[src/rtl/audio_tdm_tx.sv]
// Serial audio transmitter: frame FIFO feeding an I2S / left-justified / TDM serialiser.
// Define AUDIO_TDM_TX_UNDERRUN_CNT_EN to build the saturating underrun counter.
module audio_tdm_tx #(
  parameter int unsigned SAMPLE_WIDTH = 32,
  parameter int unsigned CHANNELS     = 2,
  parameter int unsigned FIFO_DEPTH   = 8,
  parameter int unsigned BCK_DIV      = 4,
  parameter int unsigned MODE         = 0
) (
  input  logic                             clk,
  input  logic                             aclr_n,
  input  logic                             en,
  input  logic [CHANNELS*SAMPLE_WIDTH-1:0] sample,
  input  logic                             wr_valid,
  output logic                             wr_ready,
  output logic [$clog2(FIFO_DEPTH):0]      level,
  output logic                             underrun,
  output logic [15:0]                      underrun_cnt,
  output logic                             bck,
  output logic                             lrclk,
  output logic                             dout
);

  localparam int unsigned F  = CHANNELS * SAMPLE_WIDTH;
  localparam int unsigned PW = $clog2(F);
  localparam int unsigned AW = $clog2(FIFO_DEPTH);
  localparam int unsigned LW = AW + 1;
  localparam int unsigned DW = (BCK_DIV > 1) ? $clog2(BCK_DIV) : 1;

  typedef enum logic [0:0] {StIdle, StRun} state_e;

  state_e         state_q, state_d;
  logic [F-1:0]   mem [FIFO_DEPTH];
  logic [AW-1:0]  wr_ptr_q, rd_ptr_q;
  logic [LW-1:0]  level_q, level_d;
  logic           wr_ready_q;
  logic           push, pop;

  logic [DW-1:0]  div_q, div_d;
  logic [PW-1:0]  pos_q, pos_d, q_pos;
  logic [F-1:0]   shift_q, shift_d;
  logic [F-1:0]   frame_ser;
  logic           bck_q, bck_d, lrclk_q, lrclk_d, dout_q, dout_d;
  logic           underrun_q, underrun_d;
  logic           fall, load;

  assign push = wr_valid && wr_ready_q;

  // Head frame reordered so that channel 0's MSB sits at the top of the shifter.
  always_comb begin
    frame_ser = '0;
    for (int c = 0; c < CHANNELS; c++) begin
      frame_ser[F-1-c*SAMPLE_WIDTH -: SAMPLE_WIDTH] = mem[rd_ptr_q][c*SAMPLE_WIDTH +: SAMPLE_WIDTH];
    end
  end

  always_comb begin
    state_d    = state_q;
    div_d      = div_q;
    pos_d      = pos_q;
    shift_d    = shift_q;
    bck_d      = bck_q;
    lrclk_d    = lrclk_q;
    dout_d     = dout_q;
    underrun_d = 1'b0;
    fall       = 1'b0;
    load       = 1'b0;
    pop        = 1'b0;
    q_pos      = '0;

    unique case (state_q)
      StIdle: begin
        if (en) begin
          state_d = StRun;
          pos_d   = '0;
          fall    = 1'b1;
          load    = 1'b1;
        end
      end
      StRun: begin
        if (div_q == DW'(BCK_DIV - 1)) begin
          div_d = '0;
          if (!bck_q) begin
            bck_d = 1'b1;
          end else if (pos_q == PW'(F - 1)) begin
            pos_d = '0;
            if (en) begin
              fall = 1'b1;
              load = 1'b1;
            end else begin
              state_d = StIdle;
              bck_d   = 1'b0;
              lrclk_d = 1'b0;
              dout_d  = 1'b0;
            end
          end else begin
            pos_d = pos_q + 1'b1;
            fall  = 1'b1;
          end
        end else begin
          div_d = div_q + 1'b1;
        end
      end
      default: state_d = StIdle;
    endcase

    if (fall) begin
      bck_d = 1'b0;
      div_d = '0;
      if (load) begin
        // Emptiness is judged on the registered level, so a same-cycle push cannot mask it.
        pop        = (level_q != '0);
        underrun_d = (level_q == '0);
        shift_d    = pop ? {frame_ser[F-2:0], 1'b0} : '0;
        dout_d     = pop ? frame_ser[F-1] : 1'b0;
      end else begin
        shift_d = {shift_q[F-2:0], 1'b0};
        dout_d  = shift_q[F-1];
      end
      if (MODE == 1) begin
        q_pos = pos_d;
      end else begin
        q_pos = (pos_d == PW'(F - 1)) ? '0 : pos_d + 1'b1;
      end
      if (CHANNELS == 2) begin
        lrclk_d = (q_pos >= PW'(SAMPLE_WIDTH));
      end else begin
        lrclk_d = (q_pos == '0);
      end
    end
  end

  always_comb begin
    level_d = level_q;
    unique case ({push, pop})
      2'b10:   level_d = level_q + 1'b1;
      2'b01:   level_d = level_q - 1'b1;
      default: level_d = level_q;
    endcase
  end

  always_ff @(posedge clk) begin
    if (push) begin
      mem[wr_ptr_q] <= sample;
    end
  end

  always_ff @(posedge clk or negedge aclr_n) begin
    if (!aclr_n) begin
      state_q    <= StIdle;
      wr_ptr_q   <= '0;
      rd_ptr_q   <= '0;
      level_q    <= '0;
      wr_ready_q <= 1'b1;
      div_q      <= '0;
      pos_q      <= '0;
      shift_q    <= '0;
      bck_q      <= 1'b0;
      lrclk_q    <= 1'b0;
      dout_q     <= 1'b0;
      underrun_q <= 1'b0;
    end else begin
      state_q    <= state_d;
      level_q    <= level_d;
      wr_ready_q <= (level_d < LW'(FIFO_DEPTH));
      div_q      <= div_d;
      pos_q      <= pos_d;
      shift_q    <= shift_d;
      bck_q      <= bck_d;
      lrclk_q    <= lrclk_d;
      dout_q     <= dout_d;
      underrun_q <= underrun_d;
      if (push) wr_ptr_q <= wr_ptr_q + 1'b1;
      if (pop)  rd_ptr_q <= rd_ptr_q + 1'b1;
    end
  end

`ifdef AUDIO_TDM_TX_UNDERRUN_CNT_EN
  logic [15:0] ucnt_q;

  always_ff @(posedge clk or negedge aclr_n) begin
    if (!aclr_n) begin
      ucnt_q <= '0;
    end else if (underrun_d && (ucnt_q != 16'hFFFF)) begin
      ucnt_q <= ucnt_q + 16'd1;
    end
  end

  assign underrun_cnt = ucnt_q;
`else
  assign underrun_cnt = 16'h0000;
`endif

  assign wr_ready = wr_ready_q;
  assign level    = level_q;
  assign underrun = underrun_q;
  assign bck      = bck_q;
  assign lrclk    = lrclk_q;
  assign dout     = dout_q;

endmodule

[config.mk]
export PLATFORM = sky130hd
export DESIGN_NAME = audio_tdm_tx
export DESIGN_NICKNAME = d
export VERILOG_FILES = /design/src/rtl/audio_tdm_tx.sv
export SDC_FILE = /design/constraint.sdc
export NUM_CORES = 1
export LEC_CHECK = 0
export BUFFER_PORTS_ARGS = -buffer_cell sky130_fd_sc_hd__buf_2
export CORE_AREA = 2 2 214 321
export CTS_CLUSTER_DIAMETER = 120
export CTS_CLUSTER_SIZE = 10
export DETAILED_ROUTE_END_ITERATION = 16
export DIE_AREA = 0 0 216 323
export GPL_TIMING_DRIVEN = 0
export MAX_ROUTING_LAYER = met4
export PLACE_DENSITY = 0.57
export SYNTH_ARGS = -nofsm -noshare
export SYNTH_HDL_FRONTEND = slang
export SYNTH_SLANG_ARGS = --single-unit
export TNS_END_PERCENT = 20
[constraint.sdc]
create_clock -name clk -period 7.38 [get_ports clk]
set_input_delay 0 -clock clk [delete_from_list [all_inputs] [get_ports clk]]
set_output_delay 0 -clock clk [all_outputs]
set_load 0.03 [all_outputs]
# == Yosys cells after proc, flatten, opt, wreduce, memory -nomap -nowiden ==
# Memories as Yosys holds them, arrays and structs flattened.
# Index checks and enable logic that the tools add are counted.
# classes
reduce_logical,9
eq_ne,6
muxes,43
n_shift,0
magnitude_cmp,2
n_mul,0
n_bitwise,1
n_addsub,7
div,0
# op_table
operator,count
64-bit two-way mux,2
6-bit two-way mux,6
1-bit two-way mux,27
"6-bit by 1-bit adder with 6-bit output, second input constant",2
"6-bit equality test, second input constant",2
6-bit one-hot mux with 2 select lines,1
4-bit one-hot mux with 2 select lines,1
2-bit nonzero test,4
"3-bit by 1-bit adder with 3-bit output, second input constant",2
"6-bit >= comparator, second input constant",1
2-bit two-way mux,3
1-bit one-hot mux with 2 select lines,3
5-bit AND reduction,1
"4-bit by 1-bit adder with 4-bit output, second input constant",1
"2-bit equality test, second input constant",2
4-bit zero test,1
"4-bit less-than comparator, second input constant",1
4-bit nonzero test,1
"4-bit by 1-bit subtractor with 4-bit output, second input constant",1
"2-bit by 1-bit adder with 2-bit output, second input constant",1
"2-bit by 1-bit equality test with 1-bit output, second input constant",1
"2-bit by 1-bit inequality test with 1-bit output, second input constant",1
2-bit AND reduction,1
1-bit logical AND,1
1-bit inverter,1
# word_totals
ramBits,512
out_inout_bits,25
mem_bits_ro,0
memories,1
register_bits,88
latchBits,0
inputBits,68
# memory_table
memory,words,width,read_ports,rd_clocked_by_memory_dff,write_ports,line,text
mem,8,64,1,0,1,33,logic [F-1:0] mem [FIFO_DEPTH];

# == Longest topological paths before layout ==
# Gate-level depths: netlist (run 1).
# logic_depth
ltp_word,10
depth_mapped,15
mapped_depth_nobuf,12

# == Worst setup path after synthesis (run 1) ==
# OpenSTA, ideal clock, no wires.
# synth_timing
path_kind,flip-flop to flip-flop
startpoint,register wr_ready_q (netlist: wr_ready)
endpoint,memory mem[2][0] (netlist name) (enable)
arrival_time_ns,7.480
setup_ns,0.666
n_path_buf,0
path_stages_with_launch,3
path_slack_ns,-0.766
required_ns,6.714
path_cell_list,dfstp_2 > nand2_1 > nor4b_1
# synth_via
elab_chain_len,3
# synth_rtl
element,line,text
start: declaration,36,logic wr_ready_q;
start signal: assignment,165,wr_ready_q <= (level_d < LW'(FIFO_DEPTH));
1-bit logical AND,47,assign push = wr_valid && wr_ready_q;
1-bit two-way mux,143,if (push) begin
1-bit two-way mux (implied by the code),144,mem[wr_ptr_q] <= sample;
end: declaration,33,
# No other way between the ends.

# == Worst setup path after layout (run 1) ==
# layout_timing
startpoint,register pos_q[0]
endpoint,register wr_ready_q (netlist: wr_ready)
# layout_via
elab_chain_len,10
elab_cells_between_ends,15
# layout_rtl
element,line,text
start: declaration,40,"logic [PW-1:0] pos_q, pos_d, q_pos;"
start signal: assignment,167,pos_q <= pos_d;
6-bit equality test (*),85,end else if (pos_q == PW'(F - 1)) begin
1-bit two-way mux,85,
1-bit two-way mux,83,if (!bck_q) begin
1-bit two-way mux,81,if (div_q == DW'(BCK_DIV - 1)) begin
1-bit one-hot mux with 2 select lines,71,unique case (state_q)
1-bit two-way mux,110,if (load) begin
1-bit two-way mux (*),107,if (fall) begin
via pop,37,"logic push, pop;"
2-bit by 1-bit equality test with 1-bit output / 2-bit equality test (equally long branches),135,"unique case ({push, pop})"
4-bit one-hot mux with 2 select lines (*),135,
4-bit less-than comparator (*),165,
# The timed path passes the listed nets; every way through them passes the cells marked *.
# A chain may end at the register's enable or synchronous reset.

==> results of run 1 <==
-- registers in the layout, indices dropped and copies added (netlist names), named ones only --
signal    cells
mem         512
shift_q      63
pos_q         6
level         3
rd_ptr_q      3
wr_ptr_q      3
div_q         2
bck           1
dout          1
lrclk         1
state_q       1
underrun      1
wr_ready      1
-- cells in the mapped netlist (3+ instances only) --
library cell	instances
mux4_2	128
a21oi_1	3
buf_4	19
nand2_1	37
a2bb2oi_1	16
mux2_2	3
a22oi_1	44
a31oi_1	3
buf_6	3
clkbuf_1	27
buf_2	24
o21ai_0	69
nor4_1	3
xnor2_1	5
edfxtp_1	512
buf_1	9
mux2i_1	64
nor3b_1	3
and3_1	4
nor2_1	4
dfrtp_1	86
ha_1	8
nand2b_1	3
inv_1	7
nand3_1	9
and2_1	3
-- power by group through the flow --
stage          clock network (mW)  registers, mW  logic, mW
4_1_cts                      3.12           4.40       2.71
5_1_grt                      3.24           4.45       2.86
3_3_place_gp                    0           4.57       2.49
3_5_place_dp                    0           4.47       2.67
2_1_floorplan                   0           4.50       1.73
6_report                     3.05           4.40       2.62
-- through the flow --
stage | setup TNS (ps) | instance area [um^2] | std cells
3_3_place_gp | -2452910 | 24800 | 2120
6_report | 0 | 28200 | 2388
5_1_grt | 0 | 28200 | 2388
3_5_place_dp | 0 | 25600 | 2191
2_1_floorplan | -109890 | 23300 | 1152
4_1_cts | 0 | 28200 | 2383
-- how the worst max path moves through the flow --
stage | startpoint | to | slack (ps) | cells past startpoint
after detailed placement | pos_q[0]$_DFF_PN0_ | wr_ready$_DFF_PN1_ | 3610 | 15
after global routing | pos_q[0]$_DFF_PN0_ | wr_ready$_DFF_PN1_ | 3230 | 15
after global placement | wr_ready$_DFF_PN1_ | mem[2][49]$_DFFE_PP_ | -8360 | 2
after CTS | pos_q[0]$_DFF_PN0_ | wr_ready$_DFF_PN1_ | 3540 | 15
after floorplan | wr_ready$_DFF_PN1_ | mem[2][0]$_DFFE_PP_ | -770 | 2
final | pos_q[0]$_DFF_PN0_ | wr_ready$_DFF_PN1_ | 3530 | 15
-- cells by family (layout without fill, tap and decap cells) --
logic type                 Yosys count  in the layout  share of synthesized area, %
xor gates and xnor gates             8              8                         0.334
adders and majority gates            8              8                         0.431
other                                1             21                        0.0162
AOI/OAI and AO/OA                  154            154                          4.45
DFF                                599            599                          75.6
muxes                              195            195                          15.3
and+or+nand+nor                     83             83                          1.88
buffers and inverters               89            428                          1.97
-- per-layer routing --
| metal | wire [um] | GRT usage (%) | share of wire (%) | vias to the layer above |
|---|---|---|---|---|
| met1 | 20200 | 17.7 | 39 | 6163 |
| met5 | 0 | - | 0 | - |
| met4 | 1340 | 5.25 | 2.6 | 0 |
| met2 | 28300 | 28.4 | 55 | 262 |
| met3 | 1980 | 2.28 | 3.8 | 83 |
| li1 | - | - | - | 5260 |
-- cell usage in the layout, fill, tap and decap left out, types with 37 or more instances in the layout --
master         netlist  routed
buf_4               19      52
mux2i_1             64      64
dfrtp_1             86      86
clkbuf_16            0      71
buf_2               24      99
clkbuf_1            27      78
edfxtp_1           512     512
o21ai_0             69      69
dlygate4sd3_1        0      69
a22oi_1             44      44
nand2_1             37      37
mux4_2             128     128
-- area by class of cell --
cell class	count	area (um^2)	share of cell area (%)
Tap cell	892	1120	3.95
Multi-Input combinational cell	464	5310	18.8
Clock buffer	122	1970	6.97
Clock inverter	1	8.76	0.0310
Timing Repair Buffer	216	1810	6.41
Inverter	7	26.3	0.0931
Sequential cell	599	17600	62.2
Antenna cell	5	12.5	0.0443
Buffer	82	432	1.53
==> results.md, run 1 <==
- Status: finished clean
- Fmax achieved: 260 MHz
- Synth top area share: 66.2%
- Sink Count: 599
- GRT Residual Overflow: 0
- Clk root buf: clkbuf_16
- Internal: 7.20 mW
- Sw Share: 28.5%
- Layout fillers: 6,019
- Worst r2r src: pos_q[0]$_DFF_PN0_
- Die width: 216 um
- Max_cap viols: 0
- Final setup skew: 26.9 ps
- Endpoint class of the critical path: flop
- Hold Vio Cnt, Final: 0
- Post-Synthesis Mean Instance Area: 20.4 um^2
- Combinational group share of total power: 26.1%
- Setup bufs post-CTS: 0
- CTS buffer count: 69
- Max VDD drop: 0.000150 V
- Critical path class: flop to flop
- Worst path arrival time: 4360 ps
- R2R Setup Slk: 3530 ps
- Power, Total: 10.1 mW
- Post-layout util: 41.9%
- Worst hold stages: 2
- Starting DRT DRC Count: 844
- Final period util: 52.2%
- IO Count: 93
- Largest area contributor in the netlist: edfxtp_1
- Global Route Usage Sum: 15.7%
- Hold wc startpoint: sample[44]
- Pleak: 9.76 nW
- Layout cells sized above 1: 27.9%
- PwrDens: 357 nW/um^2
- Max-slew violations: 0
- Vias in the first global route: 12,800
- Final setup fails: 0
- Largest net degree at the start of global routing: 45
- Area contributors post-synth: edfxtp_1 66%, mux4_2 12%, dfrtp_1 9.3%
- Clk buf depth: 3
- Min-Delay Path Class: input port to flop
- Via Count: 11,800
- RSZ-0062 raised after global routing: no
- Via density: 4.93
- Switch Pwr: 2.87 mW
- Layout area overhead: 21.6%
- First-pass GRT wire length: 78.8 mm
- #FFs+latches synth: 599
- Hold EP: mem[2][44]$_DFFE_PP_
- Cell Area, Synth: 23,200 um^2
- Cell mode on critical path: ha_1
- Clk_lat worst skew: 580 ps
- Reg2Reg Depth: 15
- Critical path startpoint category: flop
- Die Y-Extent: 323 um
- FF-to-FF End: wr_ready$_DFF_PN1_
- Cells after synthesis: 1,137
- CTS tree: yes
- Row Count: 117
- Worst path slowest cell: dfrtp_1
- Initial antenna violation count: 5
- Worst endpoint required time: 7890 ps
- Final setup margin: 3530 ps
- Die area: 69,800 um^2
- Ys async rst share: 14.5%
- CP delay by family, top: compound AO/OA/AOI/OAI gates
- Worst Path Max Fanout: 10
- Total core area: 67,300 um^2
- IO Port Bufs: 76
- # nets final: 1,515
- Initial Utilization: 34.5%
- Dpl ws: 3610 ps
- Final HPWL DP: 36.0 mm
- TritonRoute pass-1 iters: 5
- Distinct cell type count after synthesis: 54
- DRC violations left: 0
- Post-CTS Resized: 0
- Clock-pin slew on the worst setup and hold paths: 60 ps
- Hold WS: 233 ps
- Max_slew headroom: 16.5%
- Slew of the pin with the lowest slew margin: 1250 ps
- Yosys warns: 0
- Placer Congestion: 0.757
- Post-synth top flop: edfxtp_1
- CP Cell Sequence: ha_1, nand3_2, o31a_1, or3b_1, buf_2, buf_6, buf_6, inv_1, ha_1, ha_1, a31o_2, a221oi_1, o21ai_0, xnor2_1, inv_1
- Post-DRT Antenna Nets: 0
- Critical path buffers and inverters: 5
- DRT Wirelength: 51.8 mm
- Post-synthesis sequential area ratio: 75.6%
- CTS Hold Bufs: 69
- DR WL/cell: 21.7 um
- Min Tclk post-route: 3850 ps
- H-tree Lvls: 3
- Clk pwr share: 30.2%
- Sequential Power Share: 43.7%
- Critical path's largest stage delay: 420 ps
- EDFF count, synth: 512
Power figures use the tool's default switching activity.
==> inputs of run 2 (changes only) <==
--- a/config.mk
+++ b/config.mk
@@ -5,12 +5,13 @@
 export SDC_FILE = /design/constraint.sdc
 export NUM_CORES = 1
 export LEC_CHECK = 0
+export ABC_AREA = 1
 export BUFFER_PORTS_ARGS = -buffer_cell sky130_fd_sc_hd__buf_2
-export CORE_AREA = 2 2 214 321
+export CORE_AREA = 2 2 217 325
 export CTS_CLUSTER_DIAMETER = 120
 export CTS_CLUSTER_SIZE = 10
 export DETAILED_ROUTE_END_ITERATION = 16
-export DIE_AREA = 0 0 216 323
+export DIE_AREA = 0 0 219 327
 export GPL_TIMING_DRIVEN = 0
 export MAX_ROUTING_LAYER = met4
 export PLACE_DENSITY = 0.57
==> constraint.sdc (replaced) <==
create_clock -name clk -period 3.3 [get_ports clk]
set_input_delay 0 -clock clk [delete_from_list [all_inputs] [get_ports clk]]
set_output_delay 0 -clock clk [all_outputs]
set_load 0.03 [all_outputs]
==> run 2 against run 1 <==
Effect of this change:
- first-iteration DRC count up 72%
- die area is 2.6% higher
- synthesized cell count up 71%
- flip-flop and latch count did not move
- combinational power decreased by 36%
- synthesized area grew 2.7%
- count of clock-buffer cells in the layout fell by 18
==> results.md, run 2 <==
- Status: finished clean
- Placer Congestion: 0.841
- Max reg flops: 512
- Hold Vio Cnt, Final: 0
- Clk_lat worst skew: 600 ps
- EDFF count, synth: 512
- First-pass GRT wire length: 102 mm
- Commonest cells post-synth: 512 x edfxtp_1, 328 x nand2_1, 298 x nor2_1
- Post-synthesis compound-gate area fraction: 11.3%
- DRC violations left: 0
- RSZ-0062 raised after global routing: no
- DR WL/cell: 21.7 um
- Top-count cell post-synth: edfxtp_1
- Endpoint class of the critical path: flop
- Fmax achieved: 327 MHz
- Starting DRT DRC Count: 1,452
- CTS tree: yes
- Synth top area share: 64.5%
- Cells after synthesis: 1,941
- Synth Area in Simple Gates: 10.6%
- ANT cells: 0
- Sink Count: 599
- Distinct cell type count after synthesis: 35
- Post-synthesis mux area share: 0%
- Via density: 5.22
- Final period util: 92.7%
- Total core area: 68,800 um^2
- Layout fillers: 6,409
- Die width: 219 um
- GRT Residual Overflow: 0
- TritonRoute pass-1 iters: 5
- Via Count: 16,300
- Layout cells sized above 1: 11.8%
- Worst path arrival time: 3520 ps
- Largest area contributor in the netlist: edfxtp_1
- Post-Synthesis Mean Instance Area: 12.3 um^2
- Largest registers: mem (512), shift_q (63), pos_q (6)
- Max_cap viols: 0
- Final setup skew: 31.9 ps
- Max VDD drop: 0.000279 V
- Critical path class: flop to flop
- Die Y-Extent: 327 um
- Post-synth top flop: edfxtp_1
- Post-DRT Antenna Nets: 0
- Initial Utilization: 34.6%
- Most frequent cells in the layout: 512 x edfxtp_1, 328 x nand2_1, 290 x nor2_1
- Worst Path Max Fanout: 11
- Final HPWL DP: 45.5 mm
- Most flops, register: mem
- Pleak: 10.3 nW
- Post-Synth Adder-Cell Area: 0.420%
- Slew of the pin with the lowest slew margin: 1040 ps
- Post-Synth XOR/XNOR Area: 0.294%
- Global Route Usage Sum: 19.6%
- Max_slew headroom: 30.9%
- Clk root buf: clkbuf_16
- Largest family of logic cells by synthesized area: compound AO/OA/AOI/OAI gates
- CTS buffer count: 69
- Most common cell after layout, fill and taps aside: edfxtp_1
- Min Tclk post-route: 3060 ps
- Layout area overhead: 20.0%
- Min-Delay Path Class: input port to flop
- Largest net degree at the start of global routing: 70
- IO Count: 93
- Final setup fails: 0
- Setup TNS: 0 ps
- Post-layout util: 41.6%
- # nets final: 2,270
- Clk buf depth: 3
- Ys async rst share: 14.5%
- Critical path startpoint category: flop
- Dpl cells: 2,953
- Max-slew violations: 0
- Power, Total: 17.8 mW
- Hold WS: 224 ps
- DRT Wirelength: 67.8 mm
- Yosys warns: 0
- Vias in the first global route: 17,000
- Initial antenna violation count: 0
- PwrDens: 623 nW/um^2
- #FFs+latches synth: 599
- Row Count: 118
- Clock-pin slew on the worst setup and hold paths: 60 ps
- Cell Area, Synth: 23,800 um^2
- H-tree Lvls: 3
- IO Port Bufs: 76
- Post-synthesis sequential area ratio: 73.6%
- Die area: 71,600 um^2
- Fin cells: 3,131
- Worst endpoint required time: 3760 ps
- Area contributors post-synth: edfxtp_1 64%, dfrtp_1 9.0%, o21ai_0 5.7%
run 2: cell types whose count changed in the layout (fill, tap and decap cells not counted), moves of 29 or more:
| cell | delta |
|---|---|
| o221ai_1 | +29 |
| inv_1 | +50 |
| mux2i_1 | -64 |
| o22ai_1 | +118 |
| nor2_1 | +287 |
| o21ai_0 | +200 |
| a22oi_1 | -39 |
| buf_6 | -34 |
| nand2_1 | +291 |
| mux4_2 | -128 |
run 2: layer usage:
metal  track usage (%)  wire (um)
met5                 -          0
met4              10.3       3340
met3              2.25       3520
met2              35.1      36300
met1              21.1      24700
run 2: cell type report:
cell class                      count  area (um^2)  area share, %
Buffer                            137          672           2.35
Timing Repair Buffer              167         1550           5.43
Clock inverter                      4         42.5          0.149
Tap cell                          900         1130           3.94
Multi-Input combinational cell   1158         5510           19.3
Clock buffer                      104         1920           6.72
Inverter                           62          233          0.813
Sequential cell                   599        17600           61.3
run 2: stage by stage:
step                setup WS, ps  instance area (um^2)
floorplan                   -946                 23900
global placement           -3770                 25400
detailed placement          -121                 25900
CTS                         20.0                 28600
global route               0.327                 28600
finish                       240                 28600
run 2: worst max-delay path, cell delays in order (launching register included):
cell and delay (ps):
dfrtp_1 400, ha_1 230, nand2_1 100, nor2_4 150
nand2_4 120, o21ai_2 140, inv_2 100, nor2_4 140
buf_6 150, buf_6 170, ha_2 230, ha_1 270
a31o_2 260, inv_1 50, nand2_1 60, a21oi_1 110
o21ai_1 120, xnor2_1 140
run 2: cell families (layout without fill, tap and decap cells):
| family | after synthesis | in the layout |
|---|---|---|
| adders and majority gates | 8 | 8 |
| other | 1 | 16 |
| DFF | 599 | 599 |
| xor gates and xnor gates | 8 | 8 |
| buffers and inverters | 199 | 474 |
| and+or+nand+nor | 655 | 655 |
| AOI/OAI and AO/OA | 471 | 471 |
run 2: path summary, 6_finish.rpt:
path | from | to | slack, ps | cells past startpoint
worst max-delay path | pos_q[0]$_DFF_PN0_ | flop | 240 | 17
worst min-delay path | sample[62] | mem[0][62]$_DFFE_PP_ | 220 | 2
worst max register to register | pos_q[0]$_DFF_PN0_ | flop | 240 | 17
worst min register to register | shift_q[46]$_DFFE_PN0P_ | shift_q[46]$_DFFE_PN0P_ | 500 | 2
max in group asynchronous | aclr_n | wr_ptr_q[0]$_DFFE_PN0P_ | 1530 | 4
min in group asynchronous | aclr_n | wr_ready$_DFF_PN1_ | 490 | 3
run 2: repair_timing:
item	CTS	global route
endpoints found under the setup margin	2	2
hold buffers	69	0
setup buffers	0	1
hold endpoints to repair	610	0
pin swaps	0	1
resized for setup	2	2
run 2: where the power goes:
group	internal, mW	switching (mW)	total (mW)
Combinational	0.509	1.16	1.67
Sequential	9.09	0.200	9.29
Clock	3.99	2.87	6.86
Total	13.6	4.23	17.8
